[src/rtl/trig_event_complete.sv]
// In-order tracker of up to four outstanding triggered events; pulses last_flag_o
// once per event when all required SURFs have delivered it or the head times out.
module trig_event_complete #(
  parameter int NSURF   = 28,
  parameter int TIMEOUT = 1250000
) (
  input  logic             sys_clk_i,
  input  logic             sys_rst_i,
  input  logic             trig_i,
  input  logic [NSURF-1:0] surf_mask_i,
  input  logic [NSURF-1:0] surf_done_i,
  output logic             last_flag_o,
  output logic [2:0]       pending_o,
  output logic             overflow_err_o,
  output logic             stray_err_o,
  output logic             timeout_err_o,
  output logic [NSURF-1:0] missing_o
);

  localparam bit          TMO_EN   = (TIMEOUT > 0);
  localparam logic [31:0] TMO_LAST = (TIMEOUT > 0) ? 32'(TIMEOUT - 1) : 32'd0;

  logic [3:0]       valid_reg;
  logic [NSURF-1:0] req_reg  [4];
  logic [NSURF-1:0] done_reg [4];
  logic [1:0]       head_reg;
  logic [1:0]       tail_reg;
  logic [2:0]       count_reg;
  logic [31:0]      tmo_cnt_reg;
  logic             last_flag_reg;
  logic             overflow_reg;
  logic             stray_reg;
  logic             timeout_reg;
  logic [NSURF-1:0] missing_reg;

  logic [NSURF-1:0]   head_missing;
  logic               head_complete;
  logic               tmo_fire;
  logic               rel_evt;
  logic               alloc;
  logic [4*NSURF-1:0] set_flat;
  logic [NSURF-1:0]   stray_vec;

  assign head_missing  = req_reg[head_reg] & ~done_reg[head_reg];
  assign head_complete = valid_reg[head_reg] && (head_missing == '0);
  assign tmo_fire      = TMO_EN && valid_reg[head_reg] && !head_complete &&
                         (tmo_cnt_reg == TMO_LAST);
  assign rel_evt       = head_complete || tmo_fire;
  assign alloc         = trig_i && (count_reg != 3'd4);

  // Per SURF: rotate eligibility so the head is bit 0, pick the lowest set bit,
  // rotate back. A head that releases this cycle is never a target.
  genvar gi, gk;
  generate
    for (gi = 0; gi < NSURF; gi++) begin : g_surf
      logic [3:0] elig;
      logic [3:0] elig_rot;
      logic [3:0] pick_rot;
      logic [3:0] pick;
      for (gk = 0; gk < 4; gk++) begin : g_slot
        assign elig[gk] = valid_reg[gk] && req_reg[gk][gi] && !done_reg[gk][gi] &&
                          !(rel_evt && (head_reg == 2'(gk)));
        assign elig_rot[gk] = elig[head_reg + 2'(gk)];
        assign pick[gk]     = pick_rot[2'(gk) - head_reg];
        assign set_flat[gk*NSURF + gi] = surf_done_i[gi] && pick[gk];
      end
      assign pick_rot      = elig_rot & (~elig_rot + 4'd1);
      assign stray_vec[gi] = surf_done_i[gi] && (elig == 4'd0);
    end
  endgenerate

  always_ff @(posedge sys_clk_i) begin
    if (sys_rst_i) begin
      valid_reg     <= '0;
      for (int k = 0; k < 4; k++) begin
        req_reg[k]  <= '0;
        done_reg[k] <= '0;
      end
      head_reg      <= '0;
      tail_reg      <= '0;
      count_reg     <= '0;
      tmo_cnt_reg   <= '0;
      last_flag_reg <= 1'b0;
      overflow_reg  <= 1'b0;
      stray_reg     <= 1'b0;
      timeout_reg   <= 1'b0;
      missing_reg   <= '0;
    end else begin
      // Allocation and release never hit the same slot: alloc needs count<4,
      // so the tail slot is always invalid when written.
      for (int k = 0; k < 4; k++) begin
        if (alloc && (tail_reg == 2'(k))) begin
          valid_reg[k] <= 1'b1;
          req_reg[k]   <= surf_mask_i;
          done_reg[k]  <= '0;
        end else if (rel_evt && (head_reg == 2'(k))) begin
          valid_reg[k] <= 1'b0;
          req_reg[k]   <= '0;
          done_reg[k]  <= '0;
        end else begin
          done_reg[k]  <= done_reg[k] | set_flat[k*NSURF +: NSURF];
        end
      end
      if (rel_evt) head_reg <= head_reg + 2'd1;
      if (alloc)   tail_reg <= tail_reg + 2'd1;
      count_reg <= count_reg + {2'b00, alloc} - {2'b00, rel_evt};

      if (rel_evt || !valid_reg[head_reg])
        tmo_cnt_reg <= '0;
      else if (TMO_EN)
        tmo_cnt_reg <= tmo_cnt_reg + 32'd1;

      last_flag_reg <= rel_evt;
      if (trig_i && (count_reg == 3'd4)) overflow_reg <= 1'b1;
      if (|stray_vec) stray_reg <= 1'b1;
      if (tmo_fire) begin
        timeout_reg <= 1'b1;
        missing_reg <= head_missing;
      end
    end
  end

  assign last_flag_o    = last_flag_reg;
  assign pending_o      = count_reg;
  assign overflow_err_o = overflow_reg;
  assign stray_err_o    = stray_reg;
  assign timeout_err_o  = timeout_reg;
  assign missing_o      = missing_reg;

endmodule

[config.mk]
export PLATFORM = sky130hd
export DESIGN_NAME = trig_event_complete
export DESIGN_NICKNAME = d
export VERILOG_FILES = /design/src/rtl/trig_event_complete.sv
export SDC_FILE = /design/constraint.sdc
export NUM_CORES = 1
export LEC_CHECK = 0
export CAP_MARGIN = 25
export CORE_ASPECT_RATIO = 0.7
export CORE_MARGIN = 2
export CORE_UTILIZATION = 40
export DETAILED_ROUTE_END_ITERATION = 10
export PLACE_DENSITY_LB_ADDON = 0.05
export SLEW_MARGIN = 40
export SYNTH_ARGS = -nofsm -noshare
export SYNTH_HDL_FRONTEND = slang
export SYNTH_SLANG_ARGS = --single-unit
export TNS_END_PERCENT = 50
[constraint.sdc]
create_clock -name sys_clk_i -period 3.8 [get_ports sys_clk_i]
set_input_delay 0.38 -clock sys_clk_i [delete_from_list [all_inputs] [get_ports sys_clk_i]]
set_output_delay 0.38 -clock sys_clk_i [all_outputs]
set_load 0.02 [all_outputs]
# After elaboration in Yosys (flattened, before gate mapping)
# Memory sizes are Yosys's and may differ from the RTL's. A register that Yosys moved wholly into a read port is not among the register bits.
# Cells that the tools add are included.
# W data, S select, Z words.
op_classes:
  magnitude_cmp: 8
  reduce_logical: 646
  mux: 528
  eq_ne: 9
  bitwise_logic: 82
  add_sub_neg: 39
ops:
  columns: ["cell", "n"]
  rows:
  - ["$mux W28", 20]
  - ["$logic_and A1 B1 Y1", 489]
  - ["$bmux W1 S2", 225]
  - ["$mux W1", 279]
  - ["$logic_not A1 Y1", 118]
  - ["$add A4 B1 Y4 const B", 28]
  - ["$and A4 B4 Y4", 28]
  - ["$logic_not A4 Y1", 28]
  - ["$not A4 Y4", 28]
  - ["$or A28 B28 Y28", 4]
  - ["$add A32 B1 Y32 const B", 1]
  - ["$eq A32 B21 Y1 const B", 1]
  - ["$and A28 B28 Y28", 1]
  - ["$logic_not A28 Y1", 1]
  - ["$not A28 Y28", 1]
  - ["$reduce_or A28 Y1", 1]
  - ["$lt A2 B3 Y1 const B", 8]
  - ["$or A1 B1 Y1", 20]
  - ["$eq A2 B2 Y1 const B", 4]
  - ["$mux W2", 4]
  - ["$reduce_bool A2 Y1", 4]
  - ["$add A2 B1 Y2 const B", 2]
  - ["$add A2 B2 Y2 const B", 2]
  - ["$eq A2 B1 Y1 const B", 2]
  - ["other kinds (9)", 13]
totals:
  elab_cells: 1327
  in_bits: 59
  reg_bits: 75
  mem_count: 2
  ramBits: 224
  output_inout_bits: 35
mem_list:
  columns: ["memory", "depth", "word_bits", "rd", "rd_clocked_by_memory_dff", "write_ports", "line", "rtl"]
  rows:
  - ["done_reg", 4, 28, 5, 1, 4, "25", "logic [NSURF-1:0] done_reg [4];"]
  - ["req_reg", 4, 28, 5, 1, 4, "24", "logic [NSURF-1:0] req_reg [4];"]

# Depth between registers and ports, before layout
depth:
  word_depth: 21
  ltp_mapped: 19

# Least setup slack after synthesis
# No wires, ideal clock.
synth_timing:
  path_type: "register to register"
  start: "reg (tool-made name)"
  end: "mem req_reg[0][0] (enable)"
  required_time_ns: 3.397
  synth_period_minus_slack_ns: 4.170
  setup_ns: 0.403
  path_stages_with_launch: 14
  slack_ns: -0.370
  t_arrival_ns: 3.766
  cell_sequence: "dfxtp_1 -> buf_2 -> buf_2 -> mux4_2 -> nor4_1 -> and4_1 -> a31o_4 -> buf_6 -> buf_6 -> buf_6 -> buf_4 -> a221oi_1 -> inv_1 -> clkbuf_1"
synth_lines:
  columns: ["item", "line"]
  rows:
  - ["end, declared", "24"]

==> summary by stage <==
Timing
In this run the tightest slew margin relative to its limit is 38.57%. For the finished layout, the period the worst path requires is 4243 ps. The share of the cycle needed by the critical path after routing is 111.7%. The final count of pins violating max slew is 0.

Setup repair after global routing could not meet its margin everywhere. The count of final setup violators is 115. The clock skew is 17.17 ps. Once routing completed, OpenROAD measured the worst setup slack at -442.7 ps.

Adding up every negative setup slack in the final design gives -32430 ps. At the pin with the least slew margin, the transition time is 921.4 ps. The final number of hold-violating endpoints is 0. Based on the critical path, the design can be clocked at up to 235.7 MHz.

Yosys
The count of flip-flops with a built-in enable after synthesis is 224. Of the post-synthesis cell area, the dominant cell type holds 30.38%. The proportion of synthesized flip-flops having asynchronous set or reset is 0%. The number of warnings reported in the yosys synthesis log is 0. The mean post-synth cell area is 8.675 um2. For this run, the leading register cell type out of synthesis is sky130_fd_sc_hd__edfxtp_1.

After synthesis, the cell types taking the most area are sky130_fd_sc_hd__edfxtp_1, sky130_fd_sc_hd__dfxtp_1, sky130_fd_sc_hd__nand2_1. The count of distinct cell types in the synthesized netlist is 91. The synthesized netlist occupies a cell area of 22140 um2. Counting flops and latches in the post-synthesis netlist gives 301. Of the synthesized area, sequential elements account for 37.35%. Summed over all instances, the cell type with the most area after synthesis is sky130_fd_sc_hd__edfxtp_1.

The number of standard cells after synthesis is 2552.

Floorplan
In this run the count of I/O pins placed on the die edge is 94. The initial standard-cell utilization of the core is 40.29%. The floorplan die height is 200.8 um. The chip width is 285.2 um. The cell row count is 72. The die covers 57270 um2. The core region is 54950 um2.

Critical path
The cell class contributing the biggest share of worst-path delay is compound AO/OA/AOI/OAI gates. The critical path is of the reg2reg type. The data arrival time of the worst path is 4610 ps. The worst setup path is captured at a flop. Data on the critical path is required at its endpoint by 4170 ps. The maximum fanout count along the critical path is 20. The peak per-stage delay on the critical path is 410 ps.

Among the stages of the critical path, the cell type that occurs most often is sky130_fd_sc_hd__buf_4. STA classifies the critical path startpoint as a flop. The signal on the critical path passes through buf_4, buf_12, nor4bb_4, nor4_4, buf_4, nand4_1, a211oi_2, a31o_4, buf_4, a31oi_1, a221oi_4, buf_6, nand4_1, o22ai_2, buf_4, nor3_2, a311oi_1. The number of buffer and inverter instances along the worst setup path is 6. The slowest stage of the critical path belongs to the cell sky130_fd_sc_hd__nor4_4.

Power and ir drop
The switching fraction of total power is 38.02%. VDD sags by at most 312.6 uV. The total power divided by cell area is 391.9 nW/um2.

The internal power of the cells totals 7.731 mW. The leakage power total is 12.34 nW. The share of total power dissipated in combinational logic is 39.4%. The total power consumption of the routed design is 12.47 mW.

Sequential cells account for 32.4% of the total power. Summed over all nets, the switching power comes to 4.742 mW. The part of the total power dissipated in the clock network is 28.2%.

Place
Summed over all nets, the half-perimeter wirelength after detailed placement is 78.38 mm. The cell area reported after detailed placement is 28330 um2. Buffers placed on the I/O ports in this run total 93.

The worst-case setup slack after placement is -912.5 ps. The placer's final routability congestion estimate is 0.9937. The placed cell count is 3869.

Route
In the routed design, unresolved DRC markers number 0. The first detailed-routing pass took 6 iterations. The final routed wirelength across all metal layers is 111.4 mm. For this block, the via count after detailed routing is 25810. The post-detailed-route count of antenna-violating nets is 0. The iteration-0 DRC count of the detailed router is 3412. After detailed routing, the average wire length per cell comes to 27.77 um.

The via density per instance is 6.435.

Final layout
The library cells used most frequently in the layout, excluding fill and tap cells, are sky130_fd_sc_hd__buf_4, sky130_fd_sc_hd__nand2_1, sky130_fd_sc_hd__edfxtp_1, sky130_fd_sc_hd__nor2_1, sky130_fd_sc_hd__and3_1. In the final layout, the share of cells above drive strength 1 is 30.77%. The area added between synthesis and finish is 43.77%. The number of nets in the layout is 3314. After routing the design area is 31830 um2. The most common cell after layout, fill and taps aside is sky130_fd_sc_hd__buf_4. The post-layout instance count excluding filler cells is 4011.

Clock tree
TritonCTS built the clock tree. The tree built by TritonCTS fans out to 301 sinks. The source-to-sink clock delay at the later pin of the worst-skew pair is 570 ps. In this run the deepest clock path goes through 3 buffers. The cell at the root of the clock tree is sky130_fd_sc_hd__clkbuf_16.

The depth of the CTS H-tree is 2. Clock-pin slew was measured on the worst setup and hold paths at 70 ps. The number of CTS-inserted buffers is 35.

GRT
The all-layer global routing usage is 37.63%. The via count of the first global-routing pass is 24200. The number of antenna violations at the first check in global routing is 5.

The global route total overflow is 0. The pin count of the biggest net entering global routing is 68. The wire length of the first global-routing pass is 161.4 mm.

Run status
The final reports fail on negative setup slack. The run finished, with violations left.

Job
The number of max-cap violations is 0.

Worst hold path
In this run the worst hold path is classified as in2reg.
per-layer routing:
metal  vias to the layer above  wire length, um  track usage, %
met4                         2             3873           11.93
met3                       269            15420           11.19
met1                     12550            48640           56.48
li1                      11200                -               -
met5                         -               13               0
met2                      1800            43430           51.00
cell families after synthesis:
group                    count (synthesis)  share of synthesized area [%]
multiplexers                            62                          4.261
other                                    1                        0.01694
adder cells (fa/ha/maj)                 12                         0.7121
buffers and inverters                  244                          4.499
AND/OR/NAND/NOR                       1043                          24.23
AO/OA/AOI/OAI                          860                          27.78
flip-flops                             301                          37.35
XOR/XNOR                                29                          1.147
what timing repair did:
item | in CTS | in global routing
resized for setup | 201 | 150
pin swaps | 94 | 96
endpoints found under the setup margin | 172 | 115
cloned | 1 | 1
hold buffers | 0 | 0
setup buffers | 48 | 35
layout make-up:
cell class | instances | area, um2
fill | 4851 | 23120
multi-input combinational | 2118 | 14860
sequential | 301 | 8283
timing repair buffer | 736 | 6389
clock buffer | 50 | 1046
tap | 740 | 925.9
inverter | 51 | 196.4
clock inverter | 13 | 121.4
antenna | 2 | 5.005
stage by stage:
| stage | utilization (%) | hold WS [ps] |
|---|---|---|
| 6_report | 57.92 | 255.6 |
| 4_1_cts | 56.18 | 390.3 |
| 3_5_place_dp | 51.55 | 444.3 |
| 5_1_grt | 57.92 | 278.7 |
| 3_3_place_gp | 51.53 | 438.2 |
| 2_1_floorplan | - | 430.0 |
final timing paths:
path,start,end,cells after the start,slack (ps)
hold reg to reg,missing_o[9],missing_o[9],2,450
setup / recovery,flop,done_reg[3][0],17,-440
hold / removal,sys_rst_i,pending_o[1],2,260
setup reg to reg,flop,done_reg[3][0],17,-440
cell usage after synthesis, types with 15 or more instances:
cell type	instances
sky130_fd_sc_hd__nand2_1	266
sky130_fd_sc_hd__edfxtp_1	224
sky130_fd_sc_hd__nor2_1	197
sky130_fd_sc_hd__a21oi_1	159
sky130_fd_sc_hd__clkbuf_1	146
sky130_fd_sc_hd__and3_1	143
sky130_fd_sc_hd__nor2b_1	127
sky130_fd_sc_hd__a31oi_1	99
sky130_fd_sc_hd__o21ai_0	85
sky130_fd_sc_hd__dfxtp_1	77
sky130_fd_sc_hd__nand3_1	77
sky130_fd_sc_hd__o22ai_1	77
sky130_fd_sc_hd__a22oi_1	64
sky130_fd_sc_hd__nand2b_1	63
sky130_fd_sc_hd__inv_1	45
sky130_fd_sc_hd__nand4_1	36
sky130_fd_sc_hd__o211ai_1	35
sky130_fd_sc_hd__nor3_1	32
sky130_fd_sc_hd__mux2i_1	29
sky130_fd_sc_hd__o31a_1	26
sky130_fd_sc_hd__a221oi_1	25
sky130_fd_sc_hd__buf_2	25
sky130_fd_sc_hd__mux4_2	25
sky130_fd_sc_hd__a211oi_1	23
sky130_fd_sc_hd__and2_1	23
sky130_fd_sc_hd__a221oi_2	22
sky130_fd_sc_hd__xor2_1	20
sky130_fd_sc_hd__o21bai_1	19
sky130_fd_sc_hd__a311oi_1	17
sky130_fd_sc_hd__o21a_1	17
sky130_fd_sc_hd__o31ai_1	15
power by group through the flow:
stage          combinational (mW)  clock [mW]  sequential [mW]
6_report                     4.91        3.52             4.05
5_1_grt                      5.04        3.68             4.07
4_1_cts                      4.51        3.56             4.04
3_5_place_dp                 4.29           0             4.10
3_3_place_gp                 4.26           0             4.10
2_1_floorplan                1.88           0             4.05
No activity file was read; power rests on OpenSTA's default activity.
